### src/rtl/debug_frame_serializer.sv
// debug_frame_serializer
//   Command-driven debug dump engine. A command byte from the UART receiver
//   selects one of NUM_CH snapshot channels. The channel is latched and then
//   sent to the UART transmitter as a frame:
//     header (command echo), NBYTES payload bytes, optional checksum byte.
//   Optional feature macro: DBG_CHECKSUM_EN. When it is defined, a trailing
//   byte is sent that is the XOR of the header and all payload bytes.
// Ports
//   i_clk, i_reset            clock, asynchronous active-high reset
//   i_rx_done, i_rx_data      command strobe and command byte
//   i_tx_done                 transmitter finished the current byte
//   o_tx_data, o_tx_start     byte to send and its one-cycle start pulse
//   i_channels                packed channels; channel k = [k*NB_CH +: NB_CH]
//   o_busy                    frame in progress
//   o_cmd_error, o_overrun    one-cycle pulses: bad command / command while busy
module debug_frame_serializer #(
  parameter int unsigned NB_DATA   = 8,
  parameter int unsigned NUM_CH    = 4,
  parameter int unsigned NB_CH     = 168,
  parameter int unsigned LSB_FIRST = 1
) (
  input  logic                      i_clk,
  input  logic                      i_reset,
  input  logic                      i_rx_done,
  input  logic [NB_DATA-1:0]        i_rx_data,
  input  logic                      i_tx_done,
  output logic [NB_DATA-1:0]        o_tx_data,
  output logic                      o_tx_start,
  input  logic [NUM_CH*NB_CH-1:0]   i_channels,
  output logic                      o_busy,
  output logic                      o_cmd_error,
  output logic                      o_overrun
);

  localparam int unsigned NBYTES = (NB_CH + NB_DATA - 1) / NB_DATA;
  localparam int unsigned SNAP_W = NBYTES * NB_DATA;
`ifdef DBG_CHECKSUM_EN
  localparam int unsigned FLEN   = NBYTES + 2;
`else
  localparam int unsigned FLEN   = NBYTES + 1;
`endif
  localparam int unsigned IDX_W  = $clog2(FLEN);
  localparam int unsigned CMD_W  = NB_DATA + 1;
  localparam logic [IDX_W-1:0] LAST_IDX = IDX_W'(FLEN - 1);

  typedef enum logic [1:0] {
    S_IDLE  = 2'd0,
    S_START = 2'd1,
    S_WAIT  = 2'd2
  } state_e;

  state_e               state_q, state_d;
  logic [IDX_W-1:0]     idx_q, idx_d;
  logic [SNAP_W-1:0]    snap_q, snap_d;
  logic [NB_DATA-1:0]   cmd_q, cmd_d;
  logic [NB_DATA-1:0]   tx_data_q, tx_data_d;
  logic                 tx_start_q, tx_start_d;
  logic                 busy_q, busy_d;
  logic                 cmd_err_q, cmd_err_d;
  logic                 overrun_q, overrun_d;
`ifdef DBG_CHECKSUM_EN
  logic [NB_DATA-1:0]   csum_q, csum_d;
`endif

  logic                 cmd_valid_c;
  logic [NB_CH-1:0]     chan_sel_c;
  logic [NB_DATA-1:0]   payload_c;
  logic [NB_DATA-1:0]   cur_byte_c;

  // Command range check; extra bit lets NUM_CH reach 2**NB_DATA.
  assign cmd_valid_c = ({1'b0, i_rx_data} < CMD_W'(NUM_CH));

  // Channel mux addressed by the incoming command.
  always_comb begin
    chan_sel_c = '0;
    for (int k = 0; k < NUM_CH; k++) begin
      if (i_rx_data == NB_DATA'(k)) chan_sel_c = i_channels[k*NB_CH +: NB_CH];
    end
  end

  // Payload byte for frame index idx_q (index 0 is the header).
  always_comb begin
    payload_c = '0;
    for (int j = 0; j < NBYTES; j++) begin
      int pos;
      pos = (LSB_FIRST != 0) ? j : (int'(NBYTES) - 1 - j);
      if (idx_q == IDX_W'(j + 1)) payload_c = snap_q[pos*NB_DATA +: NB_DATA];
    end
  end

  // Byte selection across header / payload / checksum.
  always_comb begin
    cur_byte_c = payload_c;
    if (idx_q == '0) begin
      cur_byte_c = cmd_q;
    end
`ifdef DBG_CHECKSUM_EN
    else if (idx_q == LAST_IDX) begin
      cur_byte_c = csum_q;
    end
`endif
  end

  // Next-state and output logic.
  always_comb begin
    state_d    = state_q;
    idx_d      = idx_q;
    snap_d     = snap_q;
    cmd_d      = cmd_q;
    tx_data_d  = tx_data_q;
    tx_start_d = 1'b0;
    busy_d     = busy_q;
    cmd_err_d  = 1'b0;
    overrun_d  = 1'b0;
`ifdef DBG_CHECKSUM_EN
    csum_d     = csum_q;
`endif

    unique case (state_q)
      S_IDLE: begin
        if (i_rx_done) begin
          if (cmd_valid_c) begin
            snap_d  = SNAP_W'(chan_sel_c);
            cmd_d   = i_rx_data;
            idx_d   = '0;
            busy_d  = 1'b1;
            state_d = S_START;
`ifdef DBG_CHECKSUM_EN
            csum_d  = '0;
`endif
          end else begin
            cmd_err_d = 1'b1;
          end
        end
      end
      S_START: begin
        tx_data_d  = cur_byte_c;
        tx_start_d = 1'b1;
        state_d    = S_WAIT;
`ifdef DBG_CHECKSUM_EN
        // Accumulated as bytes go out; the checksum slot itself never reaches here before use.
        csum_d     = csum_q ^ cur_byte_c;
`endif
      end
      S_WAIT: begin
        if (i_tx_done) begin
          if (idx_q == LAST_IDX) begin
            busy_d  = 1'b0;
            state_d = S_IDLE;
          end else begin
            idx_d   = idx_q + IDX_W'(1);
            state_d = S_START;
          end
        end
      end
      default: begin
        state_d = S_IDLE;
        busy_d  = 1'b0;
      end
    endcase

    // Commands arriving mid-frame (including on the final i_tx_done) are dropped.
    if (i_rx_done && busy_q) overrun_d = 1'b1;
  end

  // State registers.
  always_ff @(posedge i_clk or posedge i_reset) begin
    if (i_reset) begin
      state_q    <= S_IDLE;
      idx_q      <= '0;
      snap_q     <= '0;
      cmd_q      <= '0;
      tx_data_q  <= '0;
      tx_start_q <= 1'b0;
      busy_q     <= 1'b0;
      cmd_err_q  <= 1'b0;
      overrun_q  <= 1'b0;
`ifdef DBG_CHECKSUM_EN
      csum_q     <= '0;
`endif
    end else begin
      state_q    <= state_d;
      idx_q      <= idx_d;
      snap_q     <= snap_d;
      cmd_q      <= cmd_d;
      tx_data_q  <= tx_data_d;
      tx_start_q <= tx_start_d;
      busy_q     <= busy_d;
      cmd_err_q  <= cmd_err_d;
      overrun_q  <= overrun_d;
`ifdef DBG_CHECKSUM_EN
      csum_q     <= csum_d;
`endif
    end
  end

  assign o_tx_data   = tx_data_q;
  assign o_tx_start  = tx_start_q;
  assign o_busy      = busy_q;
  assign o_cmd_error = cmd_err_q;
  assign o_overrun   = overrun_q;

endmodule

### config.mk
export PLATFORM = sky130hd
export DESIGN_NAME = debug_frame_serializer
export DESIGN_NICKNAME = d
export VERILOG_FILES = /design/src/rtl/debug_frame_serializer.sv
export SDC_FILE = /design/constraint.sdc
export NUM_CORES = 1
export LEC_CHECK = 0
export ABC_AREA = 1
export CORE_AREA = 2 2 270 272
export CTS_BUF_LIST = sky130_fd_sc_hd__clkbuf_4 sky130_fd_sc_hd__clkbuf_8 sky130_fd_sc_hd__clkbuf_16
export CTS_CLUSTER_SIZE = 20
export DETAILED_ROUTE_END_ITERATION = 10
export DIE_AREA = 0 0 272 274
export GPL_TIMING_DRIVEN = 0
export PLACE_DENSITY = 0.5
export REMOVE_ABC_BUFFERS = 1
export SYNTH_ARGS = -nofsm -noshare
export SYNTH_HDL_FRONTEND = slang
export SYNTH_SLANG_ARGS = --single-unit
### constraint.sdc
create_clock -name i_clk -period 7.88 [get_ports i_clk]
set_clock_uncertainty 0.15 [all_clocks]
set_input_delay 1.576 -clock i_clk [delete_from_list [all_inputs] [get_ports i_clk]]
set_output_delay 1.576 -clock i_clk [all_outputs]
set_load 0.005 [all_outputs]
==> summary.md, run 1 <==
| Metric | Value |
|---|---|
| Compound-Gate Fraction of Synth Area | `0.2315` |
| Setup ws final | `2.698 ns` |
| Slew Viols, Final | `0` |
| Post-Synth Simple-Gate Area | `0.2684` |
| Hold Buf Count CTS | `0` |
| Distinct cells, synth | `32` |
| TritonCTS clock tree | `yes` |
| H-tree levels | `4` |
| Xor and xnor area share after synthesis | `0` |
| Clk pin slew, worst setup/hold paths | `0.08 ns` |
| Hold Path Class | `flip-flop to flip-flop` |
| Post-Syn Instances | `1970` |
| Initial core utilization | `0.1873` |
| DRT iter0 DRCs | `919` |
| Register area share after synthesis | `0.3621` |
| Hold Path Stages | `2` |
| RR Endpoint | `o_tx_data[5]$_DFFE_PP0P_` |
| Max incr delay on CP | `0.70 ns` |
| Clock Tree Buf Depth | `2` |
| Synth top area share | `0.3621` |
| Port bufs | `695` |
| YS warnings | `0` |
| Post-DP HPWL | `55860 um` |
| Min-delay src | `cmd_q[7]$_DFFE_PP0P_` |
| Final min period | `5.182 ns` |
| Clk network pwr share | `0.206` |
| Synth area leader | `dfrtp_1` |
| Synth async-reset ratio | `1.000` |
| Worst path cell trace | `clkdlybuf4s50_1 -> nor4_1 -> nand2_1 -> nor3_2 -> buf_6 -> buf_6 -> buf_6 -> buf_6 -> buf_6 -> buf_6 -> buf_4 -> buf_6 -> buf_6 -> nor2_1 -> a31oi_1` |
| Rows | `99` |
| Adder-cell area share of the yosys netlist | `0.004642` |
| Routed wire length | `70380 um` |
| Commonest cells post-synth | `nand2_1 (329), inv_1 (298), dfrtp_1 (195)` |
| Post-CTS Setup Inserts | `0` |
| Area growth from synthesis to layout | `65.74%` |
| Critical Path Most Common Cell | `buf_6` |
| Switch Pwr | `0.001756 W` |
| Cell Pwr Density | `192.6 nW/um^2` |
| Layout fillers | `7703` |
| Final nets | `3263` |
| Synth area leaders | `dfrtp_1 (36%), nand2_1 (9.2%), inv_1 (8.3%), a31oi_1 (7.2%), nand4_1 (6.8%)` |
| CP max stage cell | `nor3_2` |
| RSZ-0062 raised after global routing | `false` |
| Vias in the first global route | `16770` |
| R2r setup slk | `3.86 ns` |
| Global-route wire length before repair | `103400 um` |
| Final period util | `0.6576` |
| Final ANT Viol Nets | `0` |
| Clock net sink count | `195` |
| Largest family of logic cells by synthesized area | `simple AND/OR/NAND/NOR gates` |
| Maximum VDD drop | `114.9 uV` |
| Crit path DAT | `5.43 ns` |
| I/O pins | `696` |
| Final setup fails | `0` |
| Status | `finished clean` |
| Largest net degree at the start of global routing | `110` |
| Routed WL per cell | `19.84 um` |
| Post-DR vias/cell | `4.630` |
| R2R Path Start | `idx_q[1]$_DFFE_PP0P_` |
| DIE AREA | `74530 sq um` |
| CP required | `8.13 ns` |
| Gr usage total | `0.1826` |
| Hold slack | `0.3439 ns` |
| Clk Tree Root Cell | `clkbuf_16` |
| DRT Pass-1 Iters | `5` |
| Setup crit start kind | `input port` |
| Dpl ws | `2.248 ns` |
| Hold path endpoint | `cmd_q[7]$_DFFE_PP0P_` |
| Switching share of power | `0.4081` |
| Number of synthesized register bits | `195` |
| Fmax | `0.1930 GHz` |
| Width of the die | `272 um` |
| Residual DRC | `0` |
| Setup CP Type | `input port to flip-flop` |
| Global placer's final weighted congestion | `0.8626` |
| Synth Flop Type | `dfrtp_1` |
| Netlist Area Pre-Place | `13480 sq um` |
| P_int | `0.002546 W` |
| Core Area | `71970 sq um` |
| Count leader, synth | `nand2_1` |
| Pwr Total | `0.004303 W` |
| Static Leak | `9.389 nW` |
| Max_cap viols | `0` |
| Post-CTS resize count | `0` |
| Slew HR | `0.3667` |
| Worst-Skew Late Latency | `0.50 ns` |
| EDFF count, synth | `0` |
| Reg2Reg Depth | `23` |
| Initial antenna violation count | `3` |
| CP endpoint kind | `flip-flop` |
| Post-synthesis mux area share | `0` |
| Sequential share of power | `0.356` |
| Share of cells above drive strength 1 | `0.05334` |
| Comb pwr share | `0.439` |
| Mean Syn Cell Area | `6.841 sq um` |
| Critical-path maximum fanout | `17` |
| Final hold vios | `0` |
| Gr ovfl total | `0` |
| Via Count | `16420` |
| Slew @ Worst Pin | `0.9465 ns` |
| Die height | `274 um` |
| Number of buffers created by CTS | `17` |
-- registers in the layout, indices dropped and copies added, names as in the netlist --
signal	count
snap_q	168
cmd_q	8
o_tx_data	8
idx_q	5
state_q	2
o_busy	1
o_cmd_error	1
o_overrun	1
o_tx_start	1
-- per-layer routing --
layer / vias to the layer above / track usage / share of wire
met5: - / 0 / 0.00033
met4: 4 / 0.04902 / 0.017
met3: 61 / 0.02916 / 0.050
met2: 532 / 0.3231 / 0.50
met1: 7815 / 0.2294 / 0.43
li1: 8012 / - / -
-- final cells by class --
cell class	count	area, sq um	area share
antenna	1	2.502	0.0001120
clock buffer	19	440.4	0.01972
clock inverter	13	110.1	0.004929
inverter	320	1226	0.05490
multi-input combinational	1302	6842	0.3063
sequential	195	4880	0.2185
tap	959	1200	0.05372
timing repair buffer	738	7636	0.3419
-- cells in the final DEF, fill, tap and decap left out, drive strengths merged, types with 10 or more instances in the layout --
master,Yosys,layout
a31oi,155,155
buf,22,44
dfrtp,195,195
clkdlybuf4s50,0,694
nand4,147,147
o22ai,98,98
nand3,81,81
or2,33,33
nand2,334,334
a32oi,10,10
o21ai,44,44
a21oi,114,114
a221oi,71,71
inv,316,325
nor2,200,200
clkbuf,131,19
-- per-stage QoR --
step                      utilization  TNS [ns]  instance area, sq um  std cells
after floorplan                     -  -1924.96                 12880       1817
after global placement         0.2923  -4665.27                 21040       3471
after detailed placement       0.3027         0                 21780       3514
after CTS                      0.3103         0                 22330       3546
after global routing           0.3103         0                 22330       3546
final                          0.3104         0                 22340       3547
-- cell families after synthesis --
logic type                 count (synthesis)
and+or+nand+nor                          800
DFF                                      195
AOI/OAI and AO/OA                        497
adders and majority gates                  5
buffers and inverters                    473
-- power by group through the flow --
stage | sequential (W) | clock (W) | combinational [W]
3_3_place_gp | 0.00156 | 0 | 0.00192
2_1_floorplan | 0.00149 | 0 | 0.000965
6_report | 0.00153 | 0.000884 | 0.00189
4_1_cts | 0.00153 | 0.000926 | 0.00191
5_1_grt | 0.00157 | 0.000955 | 0.00211
3_5_place_dp | 0.00155 | 0 | 0.00190
-- worst max path at each step --
| stage | from | end | slack [ns] | depth (start not counted) |
|---|---|---|---|---|
| 6_report | i_rx_data[4] | snap_q[78]$_DFFE_PP0P_ | 2.70 | 15 |
| 5_1_grt | i_rx_data[4] | snap_q[37]$_DFFE_PP0P_ | 2.42 | 15 |
| 4_1_cts | i_rx_data[4] | snap_q[85]$_DFFE_PP0P_ | 2.80 | 15 |
| 3_5_place_dp | i_rx_data[4] | snap_q[85]$_DFFE_PP0P_ | 2.25 | 15 |
| 3_3_place_gp | i_rx_data[4] | snap_q[82]$_DFFE_PP0P_ | -32.52 | 7 |
| 2_1_floorplan | i_rx_data[4] | snap_q[103]$_DFFE_PP0P_ | -14.00 | 6 |
-- worst max-delay path, delay by kind of cell --
kind	cells	cell delay [ns]
AOI/OAI and AO/OA	1	0.14
buffers and inverters	10	2.15
and+or+nand+nor	4	1.53
No activity file was read; power rests on OpenSTA's default activity.
==> run 2, diff against run 1 <==
- CORE_AREA: 2 2 270 272 -> 2 2 268 270
- DIE_AREA: 0 0 272 274 -> 0 0 270 272
- PLACE_DENSITY: 0.5 -> 0.52
- clock period: 7.88 -> 4.35 ns (I/O delays scaled with it)
==> run 2 against run 1 <==
Combinational power is 79% higher. Via count is 2.1% lower. Sequential power is 81% higher. Non-clock buffer count is 3 higher. Hold slack worse by 0.0096 ns. First-iteration DRC count is 19% lower. Power is 81% higher. Routed wire length is 2.3% higher. Largest power group unchanged.
==> summary.md, run 2 (synthesized netlist as in run 1, its figures left out) <==
| Metric | Value |
|---|---|
| CP max stage cell | `nor3_4` |
| Switch Pwr | `0.003150 W (+79%)` |
| Setup crit start kind | `input port` |
| Comb pwr share | `0.436 (-0.003)` |
| Slew @ Worst Pin | `0.9727 ns (+0.02625 ns)` |
| Largest net degree at the start of global routing | `104 (-5.5%)` |
| Share of cells above drive strength 1 | `0.05667 (+0.003326)` |
| Port bufs | `695 (unchanged)` |
| Post-route core utilization | `0.3179 (+0.007569)` |
| Global placer's final weighted congestion | `0.8148 (-5.5%)` |
| CP required | `4.60 ns (-3.53 ns)` |
| Final setup fails | `0 (unchanged)` |
| Post-DP HPWL | `55010 um (-1.5%)` |
| Slew Viols, Final | `0 (unchanged)` |
| Layout Cells excl Fill | `3545 (-0.056%)` |
| Crit path DAT | `4.27 ns (-1.16 ns)` |
| Initial core utilization | `0.1905 (+0.003222)` |
| Worst path cell trace | `buf_4 -> buf_16 -> inv_4 -> buf_16 -> nor3_4 -> buf_16 -> buf_16 -> buf_8 -> buf_16 -> a221oi_1 -> a31oi_1` |
| Layout fillers | `7742 (+0.51%)` |
| Die height | `272 um (-0.73%)` |
| Clock Tree Buf Depth | `2 (unchanged)` |
| Hold Buf Count CTS | `0 (unchanged)` |
| Area growth from synthesis to layout | `66.91%` |
| H-tree levels | `4 (unchanged)` |
| Number of buffers created by CTS | `17 (unchanged)` |
| Critical path buffers and inverters | `8 (-2)` |
| Static Leak | `9.446 nW (+0.61%)` |
| Maximum VDD drop | `241.7 uV (+110%)` |
| Reg2Reg Depth | `22 (-4.3%)` |
| Post-DR vias/cell | `4.535 (-2.1%)` |
| Routed wire length | `72010 um (+2.3%)` |
| Commonest non-fill, non-tap cell in the layout | `clkdlybuf4s50_1` |
| RSZ-0062 raised after global routing | `false` |
| Routed WL per cell | `20.31 um (+2.4%)` |
| Clk pin slew, worst setup/hold paths | `0.08 ns (about the same)` |
| Dpl cells | `3507 (-0.20%)` |
| Clk network pwr share | `0.208 (+0.002)` |
| Final min period | `4.026 ns` |
| Fmax | `0.2484 GHz` |
| Clk Tree Root Cell | `clkbuf_16` |
| Vias in the first global route | `16510 (-1.6%)` |
| Initial antenna violation count | `3 (unchanged)` |
| Sequential share of power | `0.356 (about the same)` |
| Global-route wire length before repair | `105400 um (+2.0%)` |
| Final nets | `3270 (+0.21%)` |
| Width of the die | `270 um (-0.74%)` |
| Most frequent cells in the layout | `clkdlybuf4s50_1 (694), nand2_1 (328), inv_1 (295)` |
| Gr ovfl total | `0 (unchanged)` |
| Setup CP Type | `input port to flip-flop` |
| Pwr Total | `0.007774 W (+81%)` |
| Status | `finished clean` |
| Clock net sink count | `195 (unchanged)` |
| Max reg flops | `168 (unchanged)` |
| Max_cap viols | `0 (unchanged)` |
| Critical-path maximum fanout | `56 (+39)` |
| Slew HR | `0.3491 (-0.01756)` |
| Final ANT Viol Nets | `0 (unchanged)` |
| Residual DRC | `0 (unchanged)` |
| Top reg by flops | `snap_q` |
| I/O pins | `696 (unchanged)` |
| CP endpoint kind | `flip-flop` |
| Via Count | `16080 (-2.1%)` |
| Core Area | `70750 sq um (-1.7%)` |
| P_int | `0.004624 W (+82%)` |
| Switching share of power | `0.4052 (-0.002964)` |
| Rows | `98 (-1.0%)` |
| Critical Path Most Common Cell | `buf_16` |
| Final hold vios | `0 (unchanged)` |
| Cell Pwr Density | `345.6 nW/um^2 (+79%)` |
| Hold Path Class | `flip-flop to flip-flop` |
| DIE AREA | `73440 sq um (-1.5%)` |
| DRT iter0 DRCs | `747 (-19%)` |
| Gr usage total | `0.1901 (+0.007482)` |
| Crit. path cell count | `11 (-4)` |
| Final period util | `0.9255` |
| Crit-path leading delay family | `buffers and inverters` |
| Hold Path Stages | `2 (unchanged)` |
| Worst-Skew Late Latency | `0.48 ns (-0.02 ns)` |
| TritonCTS clock tree | `yes` |
| DRT Pass-1 Iters | `5 (unchanged)` |
| Max incr delay on CP | `0.83 ns (+0.13 ns)` |
==> run 2: cell types whose count changed in the layout (fill, tap and decap cells not counted), moves of 2 or more <==
cell	before	now
inv_6	9	5
buf_16	11	15
nand3_2	0	4
clkinv_4	1	4
clkinv_8	0	2
==> run 2: metal layers <==
metal  up-vias  GRT usage  share of wire
met5         -          0        0.00036
met4         4    0.04678          0.017
met3        53    0.03412          0.043
met2       421     0.3362           0.50
met1      7561     0.2383           0.44
li1       8036          -              -
==> run 2: path summary, 6_finish.rpt <==
path | startpoint | end | slack, ns
setup reg to reg | idx_q[1]$_DFFE_PP0P_ | o_tx_data[2]$_DFFE_PP0P_ | 0.45
setup / recovery | i_rx_data[0] | snap_q[90]$_DFFE_PP0P_ | 0.32
max in group asynchronous | i_reset | snap_q[81]$_DFFE_PP0P_ | 2.28
hold / removal | o_tx_data[6]$_DFFE_PP0P_ | o_tx_data[6]$_DFFE_PP0P_ | 0.33
min in group asynchronous | i_reset | o_overrun$_DFF_PP0_ | 0.72
hold reg to reg | o_tx_data[6]$_DFFE_PP0P_ | o_tx_data[6]$_DFFE_PP0P_ | 0.33
==> run 2: per-stage QoR <==
stage                     setup WS (ns)  hold WS (ns)  instance area [sq um]  setup TNS (ns)
after global placement           -37.21        0.3173                  21030        -5927.09
after floorplan                  -16.82        0.3038                  12880        -2816.99
after detailed placement        -0.8168        0.3162                  21860          -47.30
final                            0.3243        0.3343                  22490               0
after CTS                       0.06656        0.3374                  22450               0
after global routing          0.0009237        0.3698                  22490               0
==> run 2: worst register-to-register path, cell delays in order (launching register included) <==
cell	delay, ns
dfrtp_1	0.44
inv_1	0.11
ha_1	0.17
inv_1	0.04
nor2_1	0.29
inv_1	0.20
nor2_1	0.61
nand2_1	0.11
nand2_1	0.09
nand2_1	0.05
nand2_1	0.11
nand3_1	0.17
nand3_1	0.23
nand3_1	0.15
nand3_1	0.10
nand3_1	0.10
nand3_1	0.09
nand3_1	0.16
nand3_1	0.14
nand2_1	0.10
nand2_1	0.08
nand2_1	0.05
a21oi_1	0.10
==> run 2: what timing repair did <==
item / CTS / global route
setup buffers: 0 / 1
hold endpoints to repair: 0 / 0
resized for setup: 2 / 4
pin swaps: 2 / 2
endpoints found under the setup margin: 3 / 18
gates cloned: 2 / 2
==> run 2: cell type report <==
class,instances,area [sq um],share of cell area
Timing Repair Buffer,741,7727,0.3435
Tap cell,950,1189,0.05284
Antenna cell,1,2.502,0.0001112
Clock inverter,13,118.9,0.005284
Inverter,320,1234,0.05484
Sequential cell,195,4880,0.2169
Clock buffer,19,446.7,0.01986
Multi-Input combinational cell,1306,6897,0.3066
==> run 2: power groups by stage <==
stage	combinational, W	sequential, W	clock (W)
after floorplan	0.00175	0.00269	0
after global placement	0.00347	0.00283	0
after detailed placement	0.00342	0.00281	0
after CTS	0.00344	0.00278	0.00168
after global routing	0.00381	0.00284	0.00175
final	0.00339	0.00277	0.00162
